===== src/rtl/btb_pkg.sv =====
// Shared types for the BTB update queue: the queued update record and the
// drain-FSM state encoding.
package btb_pkg;

  localparam int BTB_DEPTH      = 4;
  localparam int BTB_ADDR_WIDTH = 32;
  localparam int BTB_CNT_WIDTH  = 8;

  typedef struct packed {
    logic [BTB_ADDR_WIDTH-1:0] pc;
    logic [BTB_ADDR_WIDTH-1:0] target;
    logic                      taken;
  } btb_upd_t;

  typedef enum logic {
    IDLE = 1'b0,
    WAIT = 1'b1
  } btb_state_e;

endpackage


===== src/rtl/btb_upd_fifo.sv =====
// Generic circular-buffer FIFO with synchronous reset; the head entry is
// presented combinationally and a push is never visible before the next cycle.
module btb_upd_fifo
  import btb_pkg::*;
#(
  parameter int  DEPTH   = BTB_DEPTH,
  parameter type entry_t = btb_upd_t
) (
  input  logic                     clk,
  input  logic                     rst,
  input  logic                     push,
  input  entry_t                   din,
  input  logic                     pop,
  output entry_t                   dout,
  output logic [$clog2(DEPTH):0]   count,
  output logic                     full,
  output logic                     empty
);

  localparam int PW = $clog2(DEPTH);
  localparam logic [PW:0] DEPTH_CNT = DEPTH[PW:0];

  entry_t        mem [DEPTH];
  logic [PW-1:0] rd_ptr;
  logic [PW-1:0] wr_ptr;
  logic [PW:0]   cnt;

  // Storage needs no reset: contents are don't-care until written.
  always_ff @(posedge clk) begin
    if (push) begin
      mem[wr_ptr] <= din;
    end
  end

  always_ff @(posedge clk) begin
    if (rst) begin
      rd_ptr <= '0;
      wr_ptr <= '0;
      cnt    <= '0;
    end else begin
      if (push) begin
        wr_ptr <= wr_ptr + 1'b1;
      end
      if (pop) begin
        rd_ptr <= rd_ptr + 1'b1;
      end
      case ({push, pop})
        2'b10:   cnt <= cnt + 1'b1;
        2'b01:   cnt <= cnt - 1'b1;
        default: cnt <= cnt;
      endcase
    end
  end

  assign dout  = mem[rd_ptr];
  assign count = cnt;
  assign full  = (cnt == DEPTH_CNT);
  assign empty = (cnt == '0);

endmodule


===== src/rtl/btb_update_queue.sv =====
// Buffers resolved-branch updates and drains them one at a time to the BTB
// write controller; updates arriving while full are dropped and counted.
module btb_update_queue
  import btb_pkg::*;
#(
  parameter int DEPTH      = BTB_DEPTH,
  parameter int ADDR_WIDTH = BTB_ADDR_WIDTH,
  parameter int CNT_WIDTH  = BTB_CNT_WIDTH
) (
  input  logic                     clk,
  input  logic                     rst,
  input  logic                     upd_valid,
  input  logic [ADDR_WIDTH-1:0]    upd_pc,
  input  logic [ADDR_WIDTH-1:0]    upd_target,
  input  logic                     upd_taken,
  output logic                     btb_write,
  output logic [ADDR_WIDTH-1:0]    btb_pc,
  output logic [ADDR_WIDTH-1:0]    btb_target,
  output logic                     btb_taken,
  input  logic                     btb_resp,
  output logic [$clog2(DEPTH):0]   count,
  output logic                     full,
  output logic                     empty,
  output logic [CNT_WIDTH-1:0]     drop_count
);

  // Same layout as btb_upd_t, but sized by this instance's ADDR_WIDTH.
  typedef struct packed {
    logic [ADDR_WIDTH-1:0] pc;
    logic [ADDR_WIDTH-1:0] target;
    logic                  taken;
  } upd_t;

  btb_state_e           state;
  btb_state_e           state_nxt;
  upd_t                 din;
  upd_t                 head;
  logic                 push;
  logic                 pop;
  logic                 drop;
  logic [CNT_WIDTH-1:0] drop_cnt;

  assign din  = '{pc: upd_pc, target: upd_target, taken: upd_taken};
  assign pop  = (state == WAIT) && btb_resp;
  // A pop in the same cycle frees a slot, so a full queue still accepts.
  assign push = upd_valid && (!full || pop);
  assign drop = upd_valid && full && !pop;

  btb_upd_fifo #(
    .DEPTH   (DEPTH),
    .entry_t (upd_t)
  ) u_fifo (
    .clk   (clk),
    .rst   (rst),
    .push  (push),
    .din   (din),
    .pop   (pop),
    .dout  (head),
    .count (count),
    .full  (full),
    .empty (empty)
  );

  always_ff @(posedge clk) begin
    if (rst) begin
      state <= IDLE;
    end else begin
      state <= state_nxt;
    end
  end

  // A resp seen in IDLE is spurious (e.g. straight after reset) and ignored.
  always_comb begin
    state_nxt = state;
    btb_write = 1'b0;
    case (state)
      IDLE: begin
        btb_write = !empty;
        if (!empty) begin
          state_nxt = WAIT;
        end else begin
          state_nxt = IDLE;
        end
      end
      WAIT: begin
        btb_write = !btb_resp;
        if (btb_resp) begin
          state_nxt = IDLE;
        end else begin
          state_nxt = WAIT;
        end
      end
      default: begin
        state_nxt = IDLE;
        btb_write = 1'b0;
      end
    endcase
  end

  always_ff @(posedge clk) begin
    if (rst) begin
      drop_cnt <= '0;
    end else if (drop && (drop_cnt != {CNT_WIDTH{1'b1}})) begin
      drop_cnt <= drop_cnt + 1'b1;
    end
  end

  assign btb_pc     = head.pc;
  assign btb_target = head.target;
  assign btb_taken  = head.taken;
  assign drop_count = drop_cnt;

endmodule


===== config.mk =====
export PLATFORM = sky130hd
export DESIGN_NAME = btb_update_queue
export DESIGN_NICKNAME = d
export VERILOG_FILES = /design/src/rtl/btb_pkg.sv /design/src/rtl/btb_upd_fifo.sv /design/src/rtl/btb_update_queue.sv
export SDC_FILE = /design/constraint.sdc
export NUM_CORES = 1
export LEC_CHECK = 0
export BUFFER_PORTS_ARGS = -buffer_cell sky130_fd_sc_hd__buf_2
export CORE_ASPECT_RATIO = 1.1
export CORE_MARGIN = 5
export CORE_UTILIZATION = 50
export CTS_CLUSTER_DIAMETER = 40
export DETAILED_ROUTE_END_ITERATION = 16
export PLACE_DENSITY = 0.72
export SYNTH_ARGS = -nofsm -noshare
export SYNTH_HDL_FRONTEND = slang
export SYNTH_SLANG_ARGS = --single-unit

===== constraint.sdc =====
create_clock -name clk -period 2.95 [get_ports clk]
set_input_delay 0.295 -clock clk [delete_from_list [all_inputs] [get_ports clk]]
set_output_delay 0.295 -clock clk [all_outputs]
set_load 0.02 [all_outputs]

**Yosys cells after proc, flatten, opt, wreduce, memory -nomap -nowiden**

Memory sizes are Yosys's and may differ from the RTL's. A register that Yosys moved wholly into a read port is not among the register bits.
Index checks and enable logic that the tools add are counted.

- Bitwise gates (word level): 1
- Reduce and logical (&&, ||, !) cells: 12
- Multiplexer cells: 9
- Equality and inequality tests: 4
- Add/subtract/negate cells: 5

Operators with widths:

| operator | number |
|---|---|
| adder 8 x 1 -> 8 bit, second input constant | 1 |
| inequality test 8 bit, second input constant | 1 |
| one-hot mux 3 bit (2 select lines) | 1 |
| logical AND 1 bit | 5 |
| adder 2 x 1 -> 2 bit, second input constant | 2 |
| logical NOT 1 bit | 4 |
| 2-to-1 mux 1 bit | 4 |
| 2-to-1 mux 2 bit | 2 |
| one-hot mux 1 bit (2 select lines) | 2 |
| adder 3 x 1 -> 3 bit, second input constant | 1 |
| equality test 3 bit, second input constant | 1 |
| logical NOT 3 bit | 1 |
| subtractor 3 x 1 -> 3 bit, second input constant | 1 |
| equality test 2 x 1 -> 1 bit, second input constant | 1 |
| equality test 2 bit, second input constant | 1 |
| nonzero test 2 bit | 1 |
| logical OR 1 bit | 1 |
| inverter 1 bit | 1 |

- RAM bits: 260
- Output and inout bits: 79
- Memories: 1
- Flip-flop bits (word level): 16
- Logic and storage cells: 37
- Input port bits: 69

Memories:

| name | depth | width | read ports | clocked after Yosys merged registers in | wr ports | line | source |
|---|---|---|---|---|---|---|---|
| u_fifo.mem | 4 | 65 | 1 | 1 | 1 | btb_upd_fifo.sv:23 | `entry_t mem [DEPTH];` |

**Longest topological paths before layout**

Gate-level depths: netlist of the first run.

- Depth after elaboration: 6
- Gate-level depth with buffers: 9
- Mapped depth without buffers: 9

**By module**

A second synthesis of the first run with hierarchy kept.

- Cell total of the unflattened synthesis: 438
- Area, all modules: 10,318.6 um^2

Modules (own cells, without submodules):

| module | cells each | area an instance (um^2) | instances | seq. area each (um^2) |
|---|---|---|---|---|
| btb_upd_fifo | 386 | 9,858.2 | 1 | 7,987.7 |
| btb_update_queue | 52 | 460.4 | 1 | 180.2 |

**Least setup slack after synthesis of the first run**

Ideal clock, no wire load.

- Path kind: reg-to-reg
- From: reg u_fifo.cnt[0] (netlist: u_fifo.count[0])
- To: mem u_fifo.mem[1][0] (netlist name), enable pin
- Setup slack: -0.141 ns
- Data arrival time: 2.661 ns
- Buffers on the path: 0
- Period minus slack after synthesis: 3.091 ns
- Required time: 2.520 ns
- Cell stages (with the launch flop): 4
- Setup time: 0.430 ns
- Cells stage by stage: dfxtp_1 > nor3b_4 > a21boi_1 > and2_1

- Longest elaborated chain between the ends: 6

RTL lines:

| element | line | source |
|---|---|---|
| from (decl) | btb_upd_fifo.sv:26 | `logic [PW:0] cnt;` |
| from (signal assigned) | btb_upd_fifo.sv:48 | `2'b10: cnt <= cnt + 1'b1;` |
| from (signal assigned) | btb_upd_fifo.sv:49 | `2'b01: cnt <= cnt - 1'b1;` |
| from (signal assigned) | btb_upd_fifo.sv:50 | `default: cnt <= cnt;` |
| equality test 3 bit | btb_upd_fifo.sv:57 | `assign full = (cnt == DEPTH_CNT);` |
| via full | btb_update_queue.sv:22 | `output logic full,` |
| logical NOT 1 bit | btb_update_queue.sv:46 | `assign push = upd_valid && (!full \|\| pop);` |
| logical OR 1 bit | btb_update_queue.sv:46 |  |
| logical AND 1 bit | btb_update_queue.sv:46 |  |
| 2-to-1 mux 1 bit | btb_upd_fifo.sv:30 | `if (push) begin` |
| 2-to-1 mux 1 bit (implied by the code) | btb_upd_fifo.sv:31 | `mem[wr_ptr] <= din;` |
| to (decl) | btb_upd_fifo.sv:23 |  |

The timed path passes the listed nets, and every way through them passes these cells.

==> results.cfg, run 1 <==
[status]
status = finished, final reports clean

[cts]
cts_max_path_buffers = 3
cts_tree = built
cts.sinks = 278
cts_resized = 0
cts_root_buffer = clkbuf_16
clkTransAtPathRegs_ns = 0.06
postCtsSetupBuffers = 0
h-tree-depth = 2
cts-hold-fix-buffers = 46
clkLatencyLatePin_ns = 0.51
cts_buffers = 36

[job]
cap_violations = 0

[place]
dp_slack_ns = 0.592
placed_area_sq_um = 11500
dp.cells = 843
portBuffers = 147
dp_hpwl_mm = 12.5
gp_congestion = 0.801

[drt]
viasPerCell = 5.36
wl_mm = 19.7
wl_per_cell_um = 20.6
drt_pre_antenna_iters = 4
vias = 5145
post-route-drc-count = 0
drtIter0Drc = 339
postRouteAntennaNets = 0

[die]
initial_core_util = 0.504
row_count = 55
chipHeight_um = 160
core-area_sq_um = 20400
die_w_um = 147
die-area_sq_um = 23500
io-pin-count = 148

[global_route]
grt.total_usage = 0.172
antenna_found_initial = 4
grt_pass1_vias = 5616
grt_max_degree = 42
overflow = 0
grt_pass1_wl_mm = 31.5

[finish]
final_cell_area_sq_um = 13200
layoutNonFillerInstCount = 959
postLayoutCoreUtil = 0.648
nFillCells = 1336
area_delta_synth_final_pct = 28.6
nets = 749
drive_above_1_share = 0.418

[synthesis]
yosys_warnings = 0
synth-seq-cells = 278
synth_edf_count = 260
yosysUniqueCellTypes = 37
synth_ff_type = edfxtp_1
synth_compound_area_frac = 0.0111
synth_mux_area_frac = 0.144
synth_area_leaders = edfxtp_1 (76%), mux4_2 (14%), dfxtp_1 (3.5%), ha_1 (0.73%), nor2_1 (0.40%)
ys_async_sr_fraction = 0
avgSynthCellArea_sq_um = 23.1
synth_fa_ha_area_frac = 0.00927
synth_top_area_frac = 0.761
syn_inst = 444
synth_fp_nets = 520
netlist_area_sq_um = 10300
synth-xor-area-share = 0.00427
synthTopCellsByCount = edfxtp_1 (260), mux4_2 (65), dfxtp_1 (18)
synth_most_common_cell = edfxtp_1
yosys.area_share.simple = 0.0240
ys_seq_area_frac = 0.796
synth_top_area_cell = edfxtp_1
synth_top_family_by_area = multiplexers

[hold_path]
hp-start = upd_target[25]
min_to = u_fifo.mem[3][26]
worst_hold_path_type = primary input to flip-flop
hold_depth = 1

[sta]
slew_headroom = 0.573
hold_violations = 0
tightest_slew_ns = 0.640
rsz0062_at_grt = false
drv_slew = 0
finalSetupViolations = 0
max_freq_mhz = 386
hold-worst-slack_ns = 0.0190
fin_skew_ns = 0.0128
min_period_over_period = 0.879
layout_setup_ws_ns = 0.358
setup_tns_ns = 0
min_period_ns = 2.59

[critical_path]
rr_worst_depth = 9
endpoint_kind = primary output
cp.required_ns = 2.65
critical_path.max_fanout = 26
cp_slowest_cell = dfxtp_4
max_stage_delay_ns = 0.70
path_cells = buf_4, mux4_2, buf_2
rr_startpoint = u_fifo.count[2]
reg2reg_slack_ns = 0.55
reg2reg_to = u_fifo.count[2]
path_class = flip-flop to primary output
cp-start-kind = flip-flop
arrival_ns = 2.30

[pwr]
power_mw = 11.0
ir_drop_mv = 0.506
leakagePower_nw = 4.56
p_per_area_nw_per_um2 = 833
-- where the power goes --
group	switching, mW	internal (mW)
combinational	1.00	0.792
clock	1.64	2.74
sequential	0.166	4.66
-- state kept, by name (all words and copies together) (netlist names), named ones only --
name,flops
u_fifo.rd_ptr,2
state,1
u_fifo.wr_ptr,2
drop_count,8
u_fifo.mem,260
u_fifo.count,3
-- cells by family (layout without fill, tap and decap cells) --
logic type,count (synthesis),in the layout
xor+xnor,5,5
other cells,0,2
buf+inv,27,284
mux,66,66
simple gates,42,42
flops,278,278
compound gates,19,19
fa+ha+maj,7,7
-- per-layer routing --
| metal | part of all wire | track usage |
|---|---|---|
| met1 | 0.40 | 0.219 |
| met2 | 0.51 | 0.284 |
| met3 | 0.068 | 0.0548 |
| met4 | 0.022 | 0.0522 |
| met5 | 0.0012 | 0 |
-- layout make-up --
cell class	instances	area [sq um]	area share
diodes	2	5.00	0.000379
repair buffers	209	1430	0.109
well taps	256	320	0.0243
clock inverters	26	325	0.0247
inverters	9	33.8	0.00256
multi-input cells	139	1980	0.150
flip-flops and latches	278	8180	0.620
clock buffers	40	916	0.0694
-- critical path, delay by kind of cell, from the launching register on --
family / cells / cell delay (ns)
multiplexers: 1 / 0.55
buffers and inverters: 2 / 0.54
flip-flops: 1 / 0.70
-- worst max path at each step --
| stage | end | slack, ns | depth (start not counted) |
|---|---|---|---|
| detailed placement | u_fifo.count[2] | 0.59 | 9 |
| CTS | btb_pc[25] | 0.26 | 3 |
| global route | btb_pc[25] | 0.18 | 3 |
| finish | btb_target[4] | 0.36 | 3 |
| floorplan | u_fifo.count[2] | 0.55 | 9 |
| global placement | u_fifo.count[2] | 0.75 | 9 |
-- cells in the final DEF, fill, tap and decap left out, drive strengths merged, types with 4 or more instances in the layout --
| master | n |
|---|---|
| ha | 6 |
| dfxtp | 18 |
| buf | 161 |
| or4 | 4 |
| edfxtp | 260 |
| clkinv | 12 |
| nand3 | 6 |
| a21oi | 8 |
| and2 | 4 |
| xor2 | 4 |
| inv | 15 |
| bufinv | 5 |
| mux4 | 65 |
| clkbuf | 40 |
| dlygate4sd3 | 48 |
| nor2 | 11 |
No activity file was read; power rests on OpenSTA's default activity.
==> run 2, diff against run 1 <==
REMOVE_ABC_BUFFERS = 1   (was not set)
==> run 2 against run 1 <==
Worst setup slack better by 0.14 ns. Clock skew decreased by 0.0038 ns. Die area is the same. Sequential power about the same. Sequential cell count unchanged. Hold slack better by 0.0081 ns. Wire length grew 2.5%. Via count down 2.3%.
==> results.cfg, run 2 (synthesized netlist as in run 1, its figures left out) <==
[cts]
postCtsSetupBuffers = 0
cts_tree = built
cts_resized = 0
h-tree-depth = 2
cts.sinks = 278
clkTransAtPathRegs_ns = 0.06
cts_max_path_buffers = 3
clkLatencyLatePin_ns = 0.48
cts_buffers = 34
cts_root_buffer = clkbuf_16

[global_route]
grt_busiest_layer = met2
grt.total_usage = 0.175
grt_max_degree = 42
grt.met2_usage = 0.300
overflow = 0
met1_usage = 0.219
grt_pass1_vias = 5587
gr-usage-met3 = 0.0565
antenna_found_initial = 3
grt_pass1_wl_mm = 31.7

[critical_path]
endpoint_kind = primary output
cp-start-kind = flip-flop
cp.required_ns = 2.65
rr_startpoint = u_fifo.count[2]
arrival_ns = 2.16
cp_top_family = flip-flops
timing.critical_path.buf_inv = 2
critical_path.max_fanout = 25
path_cells = buf_12, mux4_2, buf_2
cp_slowest_cell = dfxtp_4
path_class = flip-flop to primary output
max_stage_delay_ns = 0.62

[sta]
drv_slew = 0
layout_setup_ws_ns = 0.496
min_period_over_period = 0.832
slew_headroom = 0.551
max_freq_mhz = 408
min_period_ns = 2.45
hold_violations = 0
tightest_slew_ns = 0.673
finalSetupViolations = 0
fin_skew_ns = 0.00902
rsz0062_at_grt = false

[die]
chipHeight_um = 160
io-pin-count = 148
die-area_sq_um = 23500
core-area_sq_um = 20400
initial_core_util = 0.504
row_count = 55
die_w_um = 147

[hold_path]
hp-start = upd_pc[17]
worst_hold_path_type = primary input to flip-flop

[job]
cap_violations = 0

[pwr]
power_mw = 10.6
p_per_area_nw_per_um2 = 839
ir_drop_mv = 0.629
leakagePower_nw = 4.31

[finish]
area_delta_synth_final_pct = 22.7
postLayoutCoreUtil = 0.618
largest_reg_flops = 260
nets = 704
layout_common_cells = edfxtp_1 (260), buf_2 (147), mux4_2 (65)
regMostFlops = u_fifo.mem
drive_above_1_share = 0.445
final_common_cell = edfxtp_1

[status]
status = finished, final reports clean

[drt]
drtIter0Drc = 282
post-route-drc-count = 0
wl_mm = 20.3
wl_per_cell_um = 22.3
vias = 5028
drt_pre_antenna_iters = 4
viasPerCell = 5.53
postRouteAntennaNets = 0

[place]
dp_slack_ns = 0.578
portBuffers = 147
gp_congestion = 0.731
dp_hpwl_mm = 13.3
[run 2: changes by cell type in the layout (fill, tap and decap cells not counted), moves of 3 or more]
cell,before,now
dlygate4sd3_1,48,1
buf_4,5,12
clkbuf_1,4,8
clkinv_1,5,1
buf_12,9,6
bufinv_16,5,2
[run 2: area by class of cell]
class,count,area [sq um]
Antenna cell,2,5.00
Clock buffer,45,956
Clock inverter,14,156
Fill cell,1405,7780
Inverter,9,33.8
Multi-Input combinational cell,139,1980
Sequential cell,278,8180
Tap cell,256,320
Timing Repair Buffer,166,956
[run 2: metal layers]
layer | routed length (um) | part of all wire
met5 | 34 | 0.0017
met4 | 297 | 0.015
met3 | 1690 | 0.083
met2 | 10400 | 0.51
met1 | 7850 | 0.39
[run 2: where the power goes]
group | internal (mW) | switching [mW]
Sequential | 4.66 | 0.161
Clock | 2.48 | 1.50
Combinational | 0.751 | 1.01
Total | 7.89 | 2.67
[run 2: stage by stage]
step                hold WS (ns)  area (sq um)  instances  TNS (ns)
floorplan                  0.364         10200        426    -91.18
detailed placement         0.503         11500        847         0
finish                    0.0271         12600        909         0
CTS                      0.00255         12600        907         0
global route             0.00349         12600        907         0
global placement           0.501         11500        847         0
[run 2: worst reg2reg max path: stages, from the launching register on]
cell and delay, ns:
dfxtp_1 0.39, nor3b_4 0.29, a21boi_1 0.26, inv_1 0.12
ha_1 0.19, inv_1 0.06, fa_1 0.38, xor2_1 0.16
or3_1 0.30, a21oi_1 0.14
[run 2: timing repair]
item / CTS / global route
endpoints found under the setup margin: 0 / 0
hold buffers: 1 / 0
hold endpoints to repair: 4 / 0
[run 2: path summary, 6_finish.rpt]
kind | to | slack, ns | depth (start not counted)
worst max register to register | u_fifo.count[2] | 0.60 | 9
worst min register to register | drop_count[5] | 0.52 | 2
worst min-delay path | u_fifo.mem[2][50] | 0.03 | 1
worst max-delay path | btb_target[29] | 0.50 | 3
==> run 3, diff against run 2 <==
clock period = 2 ns   (was 2.95 ns; I/O delays follow)
==> run 3 against run 2 <==
Critical path type unchanged. Die area did not move. Register-to-register slack got worse by 0.62 ns. Critical path depth rose by 1. The flow now finishes with violations (negative setup slack). Sequential share of layout area fell by 6.9 points. Sequential cell count did not move. Core utilization rose by 7.4 points. Non-clock buffer count rose by 85. Via count rose by 7.4%.
==> results.cfg, run 3 (synthesized netlist as in run 1, its figures left out) <==
[status]
status = finished, violations left
violations = negative setup slack

[finish]
nets = 790
drive_above_1_share = 0.438
antenna_cells = 0
area_delta_synth_final_pct = 37.4
largest_reg_flops = 260
regMostFlops = u_fifo.mem
final_common_cell = edfxtp_1
layout_common_cells = edfxtp_1 (260), buf_2 (86), mux4_2 (65), dlygate4sd3_1 (65), buf_6 (63)

[global_route]
grt_pass1_vias = 5878
grt_max_degree = 48
grt.total_usage = 0.173
grt_pass1_wl_mm = 31.6
antenna_found_initial = 0
overflow = 0

[sta]
layout_setup_ws_ns = -0.0822
min_period_ns = 2.08
finalSetupViolations = 66
slew_headroom = 0.586
rsz0062_at_grt = true
hold-worst-slack_ns = 0.0831
tightest_slew_ns = 0.619
setup_tns_ns = -2.75
max_freq_mhz = 480
hold_violations = 0
min_period_over_period = 1.04
fin_skew_ns = 0.0159
drv_slew = 0

[drt]
post-route-drc-count = 0
wl_per_cell_um = 21.7
vias = 5398
drtIter0Drc = 310
viasPerCell = 5.43
wl_mm = 21.6
drt_pre_antenna_iters = 4
postRouteAntennaNets = 0

[die]
die-area_sq_um = 23500
initial_core_util = 0.504
core-area_sq_um = 20400
io-pin-count = 148
die_w_um = 147
chipHeight_um = 160
row_count = 55

[critical_path]
max_stage_delay_ns = 0.54
arrival_ns = 1.88
path_cells = buf_12, buf_16, mux4_2, buf_6
path_class = flip-flop to primary output
endpoint_kind = primary output
critical_path.max_fanout = 6
cp.required_ns = 1.80
reg2reg_to = u_fifo.count[2]
reg2reg_slack_ns = -0.02
rr_startpoint = u_fifo.count[0]
rr_worst_depth = 9
cp_slowest_cell = mux4_2
cp-start-kind = flip-flop

[hold_path]
worst_hold_path_type = primary input to flip-flop
min_to = u_fifo.count[0]
hold_depth = 2
hp-start = rst

[pwr]
leakagePower_nw = 4.91
p_per_area_nw_per_um2 = 1200
power_mw = 17.0
ir_drop_mv = 0.906

[job]
cap_violations = 0

[cts]
clkLatencyLatePin_ns = 0.50
h-tree-depth = 2
cts_buffers = 35
cts.sinks = 278
cts_root_buffer = clkbuf_16
clkTransAtPathRegs_ns = 0.06
cts_max_path_buffers = 3
cts_tree = built

[place]
gp_congestion = 0.762
portBuffers = 147
dp_hpwl_mm = 12.2
==> run 3: worst max-delay path by stage <==
stage                                 end            start  cells past startpoint
after global placement    u_fifo.count[2]  u_fifo.count[0]                      9
after CTS                   btb_target[9]        flip-flop                      3
after detailed placement  u_fifo.count[2]  u_fifo.count[0]                      9
after floorplan                 btb_pc[0]        flip-flop                      1
final                          btb_pc[15]        flip-flop                      4
after global routing            btb_pc[6]        flip-flop                      4
==> run 3: metal layers <==
| layer | up-vias | global-route usage | share of wire |
|---|---|---|---|
| met2 | 180 | 0.303 | 0.54 |
| li1 | 2412 | - | - |
| met5 | - | 0 | 0 |
| met4 | 0 | 0.0522 | 0.021 |
| met3 | 38 | 0.0468 | 0.053 |
| met1 | 2768 | 0.211 | 0.39 |
==> run 3: layout make-up <==
type                       instances  area (sq um)
clock inverter                    21           253
multi-input combinational        139          2010
inverter                           9          33.8
fill                            1255          6280
sequential                       278          8180
timing repair buffer             251          2380
tap                              256           320
clock buffer                      41           920
==> run 3: what timing repair did <==
action | 4_1_cts | 5_1_grt
pin swaps | 2 | 4
hold endpoints to repair | 260 | 0
hold buffers | 65 | 0
setup endpoints to repair | 66 | 66
cloned | 0 | 9
resized for setup | 22 | 119
buffers inserted | 0 | 7
==> run 3: report_power, final <==
group	leakage, nW	switching [mW]	internal (mW)
Clock	0.562	2.33	3.86
Sequential	2.54	0.149	6.87
Combinational	1.82	1.80	1.94
==> run 3: critical path: cells and delay by family, from the launching register on <==
kind / cells / cell delay (ns)
multiplexers: 1 / 0.54
buffers and inverters: 3 / 0.45
flip-flops: 1 / 0.39
==> run 3: per-stage QoR <==
step | util | instances | area, sq um | setup slack, ns
floorplan | - | 426 | 10200 | -1.69
global placement | 0.568 | 852 | 11600 | 0.0776
detailed placement | 0.568 | 852 | 11600 | -0.0253
CTS | 0.661 | 979 | 13500 | -0.125
global route | 0.692 | 995 | 14100 | -0.133
finish | 0.692 | 995 | 14100 | -0.0822
